===== config.mk =====
export PLATFORM = sky130hd
export DESIGN_NAME = l2_bias_relu_quant_flat
export DESIGN_NICKNAME = d
export VERILOG_FILES = /design/src/rtl/l2_bias_relu_quant_if.sv /design/src/rtl/l2_bias_relu_quant.sv /design/src/flat_wrapper.sv
export SDC_FILE = /design/constraint.sdc
export NUM_CORES = 1
export LEC_CHECK = 0
export ABC_CLOCK_PERIOD_IN_PS = 6250
export BUFFER_PORTS_ARGS = -buffer_cell sky130_fd_sc_hd__buf_2
export CAP_MARGIN = 20
export CORE_MARGIN = 5
export CORE_UTILIZATION = 29
export CTS_BUF_LIST = sky130_fd_sc_hd__clkbuf_8
export CTS_CLUSTER_SIZE = 20
export DETAILED_ROUTE_END_ITERATION = 10
export GPL_TIMING_DRIVEN = 0
export PLACE_DENSITY_LB_ADDON = 0.1
export SYNTH_ARGS = -nofsm -noshare
export SYNTH_HDL_FRONTEND = slang
export SYNTH_SLANG_ARGS = --single-unit

===== constraint.sdc =====
create_clock -name clk -period 6.25 [get_ports clk]
set_clock_uncertainty 0.1 [all_clocks]
set_input_delay 0.9375 -clock clk [delete_from_list [all_inputs] [get_ports clk]]
set_output_delay 0.9375 -clock clk [all_outputs]
set_load 0.1 [all_outputs]

===== src/rtl/l2_bias_relu_quant_if.sv =====
// rtl/l2_bias_relu_quant_if.sv - layer-2 output stage bus: bias writes, accumulator stream, activations, done pulses
interface l2_bias_relu_quant_if #(
  parameter int DW = 20,
  parameter int BW = 16,
  parameter int OW = 8
);
  logic                 bias_wr_en;
  logic [2:0]           bias_wr_addr;
  logic signed [BW-1:0] bias_wr_data;
  logic                 conv_valid;
  logic                 conv_vbit;
  logic signed [DW-1:0] conv_data;
  logic [2:0]           bias_sel;
  logic [OW-1:0]        act_data;
  logic                 act_vbit;
  logic                 chan_done;
  logic                 layer_done;

  modport master (
    output bias_wr_en, bias_wr_addr, bias_wr_data,
    output conv_valid, conv_vbit, conv_data, bias_sel,
    input  act_data, act_vbit, chan_done, layer_done
  );

  modport slave (
    input  bias_wr_en, bias_wr_addr, bias_wr_data,
    input  conv_valid, conv_vbit, conv_data, bias_sel,
    output act_data, act_vbit, chan_done, layer_done
  );
endinterface


===== src/rtl/l2_bias_relu_quant.sv =====
// rtl/l2_bias_relu_quant.sv - bias add, ReLU, round-shift requantise and saturate, with per-channel/layer completion
module l2_bias_relu_quant #(
  parameter int DW    = 20,
  parameter int BW    = 16,
  parameter int OW    = 8,
  parameter int SHIFT = 8
) (
  input logic clk,
  input logic rstn,
  l2_bias_relu_quant_if.slave bus
);
  localparam logic [8:0]  OUT_LAST = 9'd299;
  localparam logic [DW:0] HALF     = (DW+1)'(1 << (SHIFT - 1));
  localparam logic [DW:0] MAXQ     = (DW+1)'((1 << OW) - 1);

  logic signed [BW-1:0] bias [8];
  logic signed [DW:0]   s1;
  logic                 v1;
  logic [OW-1:0]        act_data_q;
  logic                 act_vbit_q;
  logic                 chan_done_q;
  logic                 layer_done_q;
  logic [8:0]           out_cnt;
  logic [2:0]           chan_cnt;

  logic [DW:0]   relu;
  logic [DW:0]   rounded;
  logic [DW:0]   q;
  logic [OW-1:0] sat;

  // S1 is at most 2^DW - 1 + 2^(BW-1) so R + HALF never overflows DW+1 bits
  always_comb begin
    relu    = s1[DW] ? '0 : $unsigned(s1);
    rounded = relu + HALF;
    q       = rounded >> SHIFT;
    sat     = (q > MAXQ) ? {OW{1'b1}} : q[OW-1:0];
  end

  always_ff @(posedge clk or negedge rstn) begin
    if (!rstn) begin
      for (int i = 0; i < 8; i++) bias[i] <= '0;
      s1           <= '0;
      v1           <= 1'b0;
      act_data_q   <= '0;
      act_vbit_q   <= 1'b0;
      chan_done_q  <= 1'b0;
      layer_done_q <= 1'b0;
      out_cnt      <= '0;
      chan_cnt     <= '0;
    end else begin
      if (bus.bias_wr_en) bias[bus.bias_wr_addr] <= bus.bias_wr_data;
      // the read below sees the pre-write bias on a same-cycle collision
      if (bus.conv_vbit && bus.conv_valid)
        s1 <= (DW+1)'(bus.conv_data) + (DW+1)'(bias[bus.bias_sel]);
      if (v1 && bus.conv_valid) act_data_q <= sat;

      if (!bus.conv_valid) begin
        v1           <= 1'b0;
        act_vbit_q   <= 1'b0;
        chan_done_q  <= 1'b0;
        layer_done_q <= 1'b0;
        out_cnt      <= '0;
        chan_cnt     <= '0;
      end else begin
        v1           <= bus.conv_vbit;
        act_vbit_q   <= v1;
        chan_done_q  <= act_vbit_q && (out_cnt == OUT_LAST);
        layer_done_q <= act_vbit_q && (out_cnt == OUT_LAST) && (chan_cnt == 3'd7);
        if (act_vbit_q) begin
          if (out_cnt == OUT_LAST) begin
            out_cnt  <= '0;
            chan_cnt <= chan_cnt + 3'd1;
          end else begin
            out_cnt <= out_cnt + 9'd1;
          end
        end
      end
    end
  end

  assign bus.act_data   = act_data_q;
  assign bus.act_vbit   = act_vbit_q;
  assign bus.chan_done  = chan_done_q;
  assign bus.layer_done = layer_done_q;
endmodule


===== src/flat_wrapper.sv =====
// flat-port wrapper written by rule: the top's interface ports become plain ports
module l2_bias_relu_quant_flat 
#(
  parameter int DW    = 20,
  parameter int BW    = 16,
  parameter int OW    = 8,
  parameter int SHIFT = 8
)
  (clk, rstn, bus_bias_wr_en, bus_bias_wr_addr, bus_bias_wr_data, bus_conv_valid, bus_conv_vbit, bus_conv_data, bus_bias_sel, bus_act_data, bus_act_vbit, bus_chan_done, bus_layer_done);
  l2_bias_relu_quant_if #(.DW(DW), .BW(BW), .OW(OW)) bus_i ();
  input logic clk;
  input logic rstn;
  input wire logic [$bits(bus_i.bias_wr_en)-1:0] bus_bias_wr_en;
  input wire logic [$bits(bus_i.bias_wr_addr)-1:0] bus_bias_wr_addr;
  input wire logic [$bits(bus_i.bias_wr_data)-1:0] bus_bias_wr_data;
  input wire logic [$bits(bus_i.conv_valid)-1:0] bus_conv_valid;
  input wire logic [$bits(bus_i.conv_vbit)-1:0] bus_conv_vbit;
  input wire logic [$bits(bus_i.conv_data)-1:0] bus_conv_data;
  input wire logic [$bits(bus_i.bias_sel)-1:0] bus_bias_sel;
  output wire logic [$bits(bus_i.act_data)-1:0] bus_act_data;
  output wire logic [$bits(bus_i.act_vbit)-1:0] bus_act_vbit;
  output wire logic [$bits(bus_i.chan_done)-1:0] bus_chan_done;
  output wire logic [$bits(bus_i.layer_done)-1:0] bus_layer_done;
  assign bus_i.bias_wr_en = bus_bias_wr_en;
  assign bus_i.bias_wr_addr = bus_bias_wr_addr;
  assign bus_i.bias_wr_data = bus_bias_wr_data;
  assign bus_i.conv_valid = bus_conv_valid;
  assign bus_i.conv_vbit = bus_conv_vbit;
  assign bus_i.conv_data = bus_conv_data;
  assign bus_i.bias_sel = bus_bias_sel;
  assign bus_act_data = bus_i.act_data;
  assign bus_act_vbit = bus_i.act_vbit;
  assign bus_chan_done = bus_i.chan_done;
  assign bus_layer_done = bus_i.layer_done;
  l2_bias_relu_quant #(.DW(DW), .BW(BW), .OW(OW), .SHIFT(SHIFT)) u_core (.clk(clk), .rstn(rstn), .bus(bus_i));
endmodule

==> impl.org, run 1 <==
** Floorplanning
- Site row count :: 62
- Floorplan die width :: about 180 um
- Die Y-Extent :: around 180 um
- Starting utilization of the core area :: between 20 and 30%
- Num ports :: 58
- Area enclosed by the die boundary :: 32700 sq um
- Area of the core :: 28800 sq um

** Placed design
- The congestion estimate from routability-driven global placement came to 0.786.
- HPWL after DPL :: ~16000 um
- Once placement completed, the tool counted placed cells totaling approximately 1100.
- In this run the tool buffered the top-level ports with 50 buffer cells.

** Timing
- The worst pin sits at a relative slew slack of 29.0%.
- Worst Tran Pin Value :: 1070 ps
- Setup repair after global routing missed its margin :: false
- Final setup viols :: 0
- In the finished design, the share of the clock period the worst path needs comes to between 70 and 80%.
- Time the final worst path needs with I/O delays and setup :: 4950 ps
- Summed over all failing endpoints, the final setup total negative slack is 0 ps.
- Timing-limited maximum frequency :: roughly 200 MHz
- Final-report max-slew violation count :: 0
- Final hold viol count :: 0

** Logic synthesis
- Counting flops with an async set or reset pin after synthesis yields a share of 100%.
- The cell area that synthesis handed to floorplanning was about 8500 sq um.
- The commonest cells after synthesis are sky130_fd_sc_hd__dfrtp_1 (166), sky130_fd_sc_hd__mux2_2 (143), sky130_fd_sc_hd__nand2_1 (37), sky130_fd_sc_hd__mux4_2 (32), sky130_fd_sc_hd__nor2_1 (30).
- sky130_fd_sc_hd__dfrtp_1 takes more of the synthesized area than any other cell.
- The top cell type by area accounts for approximately half of the synthesized area.
- Number of enable flip-flop cells after synthesis :: 0
- The cell count after synthesis came out at 650.
- Averaged over all synthesized cells, the footprint is approximately 13 sq um.
- Top FF cell, synth :: sky130_fd_sc_hd__dfrtp_1
- Yosys printed 0 warnings.
- Number of different library cells in the post-synthesis netlist :: 59
- Of the synthesized area, sequential elements account for between 40% and 50%.
- Counting flops and latches in the post-synthesis netlist gives 166.
- sky130_fd_sc_hd__dfrtp_1 is the most common cell in the netlist.
- By area the synthesized netlist is led by sky130_fd_sc_hd__dfrtp_1 (49%), sky130_fd_sc_hd__mux2_2 (19%), sky130_fd_sc_hd__mux4_2 (8.5%).
- The number of nets handed over by synthesis was 720.

** Route
- The first routing iteration left 244 violations.
- In the final routed layout, each cell accounts on average for between 15 and 20 um.
- Detailed routing inserted a total of about 5600 vias.
- For this block, the routed nets add up to about 22000 um of wire.
- Residual DRC :: 0
- In the routed layout, each cell is associated on average with a via count of between 4 and 5.
- The detail route stage leaves a number of antenna-violating nets equal to 0.
- Detailed Routing Iterations Pass 1 :: 6

** Cells and area
- Cells with a size suffix above 1 make up a little under two fifths of the layout.
- Area growth from synthesis to layout :: 14.4%
- Number of standard cells in the layout, taps in and fillers out :: 1119
- The number of antenna diodes in the final layout is 0.
- Final nets :: roughly 790
- Final core utilization :: between 30% and 40%
- Fill cells in the final layout number around 2900.

** Pwr
- PD cells :: 340 nW/um^2
- In this run, the combinational gates consume between 30% and 40% of the power.
- Pint :: between 2 and 2.5 mW
- Part of the power in registers :: between 40% and 50%
- Sw Share :: approximately a third
- Summed over all nets, the switching power comes to approximately 1.1 mW.
- Summed over all cells, the static leakage comes to slightly above 4 nW.
- Per report_power, the clock group accounts for between 20% and 30% of the total.
- IR analysis of the VDD net gives a maximum drop of ~0.13 mV.

** Clock network
- # hold bufs at CTS :: 0
- In this run, CTS created clock tree buffers numbering 17.
- Clock-pin slew was measured on the worst setup and hold paths at around 100 ps.
- In this run the post-CTS setup repair buffer count came out at 0.
- Number of levels in the clock H-tree :: 4
- Worst-skew pair later-pin latency :: roughly 460 ps
- After clock tree synthesis, the repair step resized 0 gates.
- TritonCTS built the clock tree.
- The tree built by TritonCTS fans out to about 170 sinks.
- The longest clock path from root to sink contains 2 buffers.
- Clock tree root driver cell :: sky130_fd_sc_hd__clkbuf_8

** Global routing
- Via count of the first global-routing pass :: 6081
- Global routing finished with a remaining overflow of 0.
- The initial antenna violation count was 1.
- Entering global routing, the biggest net connects roughly 120 pins.
- First-pass GRT wire length :: 35400 um
- Global Route Usage Sum :: approximately 14%

** Worst setup path
- STA classifies the critical path endpoint as a flip-flop.
- Data on the critical path is required at its endpoint by about 6500 ps.
- In this run the worst path has a maximum fanout of 10.
- CP startpoint kind :: input port
- The worst setup path is of the input port to flip-flop kind.
- Data on the critical path arrives at its endpoint at between 5000 and 6000 ps.

** Run
- Number of maximum-capacitance constraint violations :: 0

** Outcome
- Result of the run :: finished, final reports clean

** Hold path
- The worst hold path belongs to the class input port to async pin.
[through the flow]
stage               hold slack [ps]  instance area (sq um)  setup WS (ps)  power, mW
finish                          276                   9700           1300       3.30
global route                    263                   9700           1030       3.50
CTS                             274                   9700           1160       3.35
detailed placement              386                   9290            689       2.52
global placement                380                   9210            628       2.48
floorplan                       374                   8480           1780       2.22
[state kept, by name, summed over array words and instances, names as in the netlist]
signal                 count
u_core.bus.act_data        8
u_core.out_cnt             9
u_core.bias              128
u_core.bus.layer_done      1
u_core.v1                  1
u_core.chan_cnt            3
u_core.s1                 14
u_core.bus.chan_done       1
u_core.bus.act_vbit        1
[final timing paths]
kind                       depth (start not counted)              startpoint  slack, ps                     end
hold / removal                                     1                    rstn        280  u_core.bus.act_data[4]
min in group clk                                   1  u_core.bus.act_data[0]        400  u_core.bus.act_data[0]
setup / recovery                                  11         bus_bias_sel[0]       1300           u_core.s1[15]
setup reg to reg                                   9          u_core.bias[2]       2450           u_core.s1[15]
max in group asynchronous                          2                    rstn       4850          u_core.bias[8]
hold reg to reg                                    1  u_core.bus.act_data[0]        400  u_core.bus.act_data[0]
[placed cells by master (no fill, tap or decap), drive strengths merged, types with 3 or more instances in the layout]
cell and instances:
dfrtp 166, mux2 144, buf 57, clkbuf 45
nand2 37, mux4 32, nor2 30, ha 23
a21oi 16, nand3 16, inv 15, o21ai 14
and3 10, nand4 10, xor2 9, nor3 9
xnor2 8, a31oi 7, a22o 6, a211oi 6
nand2b 5, nand4b 5, mux2i 5, a21o 5
nor2b 4, and4 4, nor4 3, and2 3
o311a 3, o311ai 3
[critical path, stage by stage]
cell                       delay, ps
sky130_fd_sc_hd__buf_6           110
sky130_fd_sc_hd__buf_1           790
sky130_fd_sc_hd__mux4_2          610
sky130_fd_sc_hd__mux2_2          300
sky130_fd_sc_hd__ha_1            290
sky130_fd_sc_hd__a211oi_1        370
sky130_fd_sc_hd__o21ai_0         220
sky130_fd_sc_hd__a221oi_1        580
sky130_fd_sc_hd__a31oi_1         360
sky130_fd_sc_hd__and3_1          250
sky130_fd_sc_hd__or3b_1          350
[area by class of cell]
type	count	area [sq um]	share of cell area [%]
multi-input combinational	446	4180	43.1
sequential	166	4150	42.8
tap	384	480	4.95
timing repair buffer	53	318	3.28
clock buffer	19	262	2.70
clock inverter	13	146	1.51
buffer	30	126	1.30
inverter	8	30.0	0.310
[kinds of logic (layout without fill, tap and decap cells)]
kind of cell             count (synthesis)  count (layout)  synth area share (%)
flip-flops                             166             166                  49.0
multiplexers                           181             181                  28.3
AND/OR/NAND/NOR                        142             142                  8.52
XOR/XNOR                                17              17                  1.76
adder cells (fa/ha/maj)                 23              23                  3.40
buffers and inverters                   38             123                  1.85
AO/OA/AOI/OAI                           83              83                  7.20
[power groups by stage]
stage                     combinational, mW  sequential [mW]  clock [mW]
after floorplan                       0.649             1.57           0
after global placement                 1.01             1.47           0
after detailed placement               1.03             1.49           0
after CTS                              1.03             1.47       0.846
after global routing                   1.12             1.50       0.884
final                                  1.02             1.46       0.810
[layer usage]
metal,GRT usage [%],vias up,part of all wire (%)
li1,-,2598,-
met1,18.4,2874,46
met2,23.3,94,50
met3,3.34,16,3.2
met4,2.70,2,0.93
met5,0,-,0.058
(Power assumes the default switching activity.)
==> inputs of run 2 (changes only) <==
--- a/config.mk
+++ b/config.mk
@@ -5,7 +5,8 @@
 export SDC_FILE = /design/constraint.sdc
 export NUM_CORES = 1
 export LEC_CHECK = 0
-export ABC_CLOCK_PERIOD_IN_PS = 6250
+export ABC_AREA = 1
+export ABC_CLOCK_PERIOD_IN_PS = 4900
 export BUFFER_PORTS_ARGS = -buffer_cell sky130_fd_sc_hd__buf_2
 export CAP_MARGIN = 20
 export CORE_MARGIN = 5
==> constraint.sdc (replaced) <==
create_clock -name clk -period 4.9 [get_ports clk]
set_clock_uncertainty 0.1 [all_clocks]
set_input_delay 0.735 -clock clk [delete_from_list [all_inputs] [get_ports clk]]
set_output_delay 0.735 -clock clk [all_outputs]
set_load 0.1 [all_outputs]
==> run 2 against run 1 <==
  * Final cell count rose by 38%
  * First-iteration DRC count increased by 70%
  * Clock power rose by 21%
  * Flip-flop and latch count stayed put
  * Die area grew 1.2%
  * Routed wire length up 19%
  * Non-clock buffer count increased by 24
  * Via count up 32%
  * Total power rose by 18%
  * Combinational power up 11%
  * Critical path type unchanged
  * Critical endpoint is now u_core.s1[20]
  * Largest cell class is now flip-flops and latches
==> impl.org, run 2 <==
** Route
- Detailed routing inserted a total of between 7000 and 8000 vias.
- After detailed routing, the number of vias per cell comes to 4.77.
- Wires add up to approximately 27000 um.
- After the first detailed-routing iteration, the DRC count stood at roughly 410.
- Detailed Routing Iterations Pass 1 :: 4
- Routed wirelength normalized by instance count :: between 15 and 20 um
- Residual DRC :: 0
- Antenna-violating nets left :: 0

** Floorplanning
- The die covers 33100 sq um.
- Die Y-Extent :: 182 um
- The initial utilization of the core area, before any placement, comes to 29.2%.
- Area of the core :: roughly 29000 sq um
- Site row count :: between 60 and 70
- Num ports :: 58
- The die is between 150 and 200 um wide.

** Cells and area
- In the final layout, the registers with the most flip-flops are u_core.bias x128, u_core.s1 x14, u_core.out_cnt x9.
- Final nets :: about 1200
- Register with the most flip-flops :: u_core.bias
- Cells with a size suffix above 1 make up a little over a tenth of the layout.
- Area growth from synthesis to layout :: 13.7%
- Number of standard cells in the layout, taps in and fillers out :: around 1500
- The register with the most flip-flops in the layout has between 100 and 150 of them.
- Antenna cells :: 0
- Most used cells in the layout excluding fill and tap cells :: sky130_fd_sc_hd__nand2_1 (244), sky130_fd_sc_hd__o21ai_0 (171), sky130_fd_sc_hd__dfrtp_1 (166)
- Most common cell after layout, fill and taps aside :: sky130_fd_sc_hd__nand2_1
- Summed area of non-filler cells in the final layout :: between 9000 and 10000 sq um
- After filler insertion, the fill cell instance count of the layout stands at 3228.
- Final core utilization :: between 30% and 40%

** Worst setup path
- Data on the critical path is required at its endpoint by about 5200 ps.
- The worst register-to-register path begins at u_core.bias[127].
- CP startpoint kind :: input port
- In this run the worst setup path begins at bus_bias_sel[0].
- Terminus of the critical flop-to-flop path :: u_core.s1[20]
- Type of the worst setup path :: input port to flip-flop
- Cell count of the worst reg-to-reg path :: 13
- For flop-to-flop paths, the worst setup slack is ~1600 ps.
- Along the worst path, the maximum fanout reaches 10.
- Sort of element at the end of the critical path :: flip-flop
- Data arrival at the endpoint of the critical path :: approximately 4200 ps

** Logic synthesis
- Synth Area per Inst :: just over 8 sq um
- Cell area after synthesis :: 8580 sq um
- Number of nets in the synthesized netlist :: around 1100
- Cell type contributing the most total cell area after synthesis :: sky130_fd_sc_hd__dfrtp_1
- Number of enable flip-flop cells after synthesis :: 0
- Yosys printed 0 warnings.
- Sequential cell area fraction in the yosys report :: between 40% and 50%
- Number of different library cells in the post-synthesis netlist :: 46
- Synth top area share :: 48.4%
- Synthesis produced roughly 1100 cells.
- For this run, asynchronously set or reset flops after synthesis account for between 90% and 100%.
- Synth top area cells :: sky130_fd_sc_hd__dfrtp_1 (48%), sky130_fd_sc_hd__nand2_1 (11%), sky130_fd_sc_hd__o21ai_0 (10%)
- Most repeated cell in the gate-level netlist after synthesis :: sky130_fd_sc_hd__nand2_1
- The synthesized design contains around 170 register bits.
- By count the netlist is led by sky130_fd_sc_hd__nand2_1 (244), sky130_fd_sc_hd__o21ai_0 (171), sky130_fd_sc_hd__dfrtp_1 (166), sky130_fd_sc_hd__nor2_1 (139), sky130_fd_sc_hd__inv_1 (74).
- For this run, the leading register cell type out of synthesis is sky130_fd_sc_hd__dfrtp_1.

** Global routing
- Across every metal layer, demand over resource in global routing totals ~16%.
- The number of global-route vias before repair is 7268.
- Entering global routing, the biggest net connects 91 pins.
- Remaining global-route overflow :: 0
- Number of antenna violations at the first check in global routing :: 0
- The first global-routing pass estimated between 40000 and 50000 um of wire.

** Pwr
- PD cells :: around 400 nW/um^2
- Largest vdd supply drop :: around 0.16 mV
- Leakage power summed over all cells :: roughly 4.5 nW

** Placed design
- Dpl cells :: about 1500
- The placed instances occupy a cell area of ~9400 sq um.
- HPWL after DPL :: slightly above 20000 um
- Setup Slack @ Placement :: about 450 ps
- Weighted congestion at the end of routability-driven global placement :: between 0.8 and 0.9
- Port Buf Inserts :: between 50 and 60

** Clock network
- After clock tree synthesis, the clock-pin slew on the worst setup and hold paths is 100 ps.
- Clock tree synthesis found a total of around 170 sinks.
- CTS Buf Count :: 17
- # hold bufs at CTS :: 0
- The longest clock path from root to sink contains 2 buffers.
- Number of levels in the clock H-tree :: 4
- At the later pin of the worst-skew pair, clock insertion delay measures 480 ps.
- Number of post-CTS setup repair buffers :: 0
- The number of gates resized after CTS was 0.
- The tree is rooted in a sky130_fd_sc_hd__clkbuf_8.
- Clock tree from TritonCTS :: built

** Timing
- Counting I/O delays and the setup requirement, the final critical path takes 3960 ps.
- Crit share post-route :: a little over 80%
- For the pin with the worst max-slew slack, the measured transition is 761 ps.
- On the final layout, the worst hold slack is roughly 120 ps.
- Worst Slack Setup Final :: 943 ps
- Final setup viols :: 0
- Worst slew margin :: 49.0%
- Setup repair after global routing left no endpoint under its margin.
- Timing-limited maximum frequency :: between 200 and 300 MHz
- Final-report max-slew violation count :: 0
- Final hold viol count :: 0

** Outcome
- Result of the run :: finished, final reports clean

** Run
- Across the run, the number of max-cap violations was 0.

** Hold path
- The worst hold path belongs to the class input port to async pin.
-- run 2: changes by cell type in the layout (fill, tap and decap cells not counted), moves of 19 or more --
cell	previous run	this run
sky130_fd_sc_hd__inv_1	9	74
sky130_fd_sc_hd__o21ai_0	14	171
sky130_fd_sc_hd__nor2_1	30	139
sky130_fd_sc_hd__clkbuf_1	23	42
sky130_fd_sc_hd__nand2_1	37	244
sky130_fd_sc_hd__mux4_2	32	0
sky130_fd_sc_hd__mux2_2	143	0
-- run 2: critical path, stage by stage --
cell,delay [ps]
sky130_fd_sc_hd__buf_6,120
sky130_fd_sc_hd__inv_4,60
sky130_fd_sc_hd__buf_6,160
sky130_fd_sc_hd__clkbuf_1,420
sky130_fd_sc_hd__nor2_1,80
sky130_fd_sc_hd__o32ai_1,240
sky130_fd_sc_hd__nor2_1,110
sky130_fd_sc_hd__a31oi_1,600
sky130_fd_sc_hd__ha_1,420
sky130_fd_sc_hd__a21oi_1,250
sky130_fd_sc_hd__o21ai_1,140
sky130_fd_sc_hd__inv_1,70
sky130_fd_sc_hd__nor2_1,50
sky130_fd_sc_hd__a2111oi_0,440
sky130_fd_sc_hd__nand3_1,130
sky130_fd_sc_hd__nand3_1,130
sky130_fd_sc_hd__nand2_1,60
-- run 2: power by group --
| part | leakage (nW) | total, mW | switching [mW] | internal [mW] |
|---|---|---|---|---|
| Combinational | 2.17 | 1.13 | 0.786 | 0.349 |
| Sequential | 2.08 | 1.77 | 0.139 | 1.63 |
| Clock | 0.198 | 0.979 | 0.583 | 0.396 |
| Total | 4.45 | 3.88 | 1.51 | 2.37 |
-- run 2: worst max-delay path by stage --
stage                                 to  slack [ps]  cells past startpoint
after floorplan            u_core.s1[20]        1440                     17
after global placement    u_core.bias[5]         -30                      1
after detailed placement   u_core.s1[20]         450                     17
after CTS                  u_core.s1[20]         960                     17
after global routing       u_core.s1[20]         590                     16
final                      u_core.s1[20]         940                     17
-- run 2: per-stage QoR --
step                power [mW]  setup TNS [ps]
detailed placement        2.94               0
CTS                       3.93               0
floorplan                 2.60               0
global placement          2.93           -1630
global route              4.14               0
finish                    3.88               0
-- run 2: cell type report --
type / instances / area [sq um] / share of cell area (%)
Buffer: 51 / 216 / 2.22
Tap cell: 390 / 488 / 5.00
Multi-Input combinational cell: 768 / 3910 / 40.0
Timing Repair Buffer: 56 / 313 / 3.21
Inverter: 78 / 309 / 3.17
Clock inverter: 13 / 110 / 1.13
Sequential cell: 166 / 4150 / 42.6
Clock buffer: 19 / 262 / 2.68
-- run 2: layer usage --
metal	GRT usage [%]	share of wire [%]
met1	24.8	53
met2	24.4	44
met3	2.69	3.2
met4	2.94	0.58
met5	0	0
-- run 2: logic make-up (layout without fill, tap and decap cells) --
family          count (synthesis)  count (layout)  synth area share [%]
simple gates                  441             441                  21.3
compound gates                282             282                  18.6
flops                         166             166                  48.4
buf+inv                       129             217                  6.12
fa+ha+maj                      23              23                  3.35
xor+xnor                       22              22                  2.24
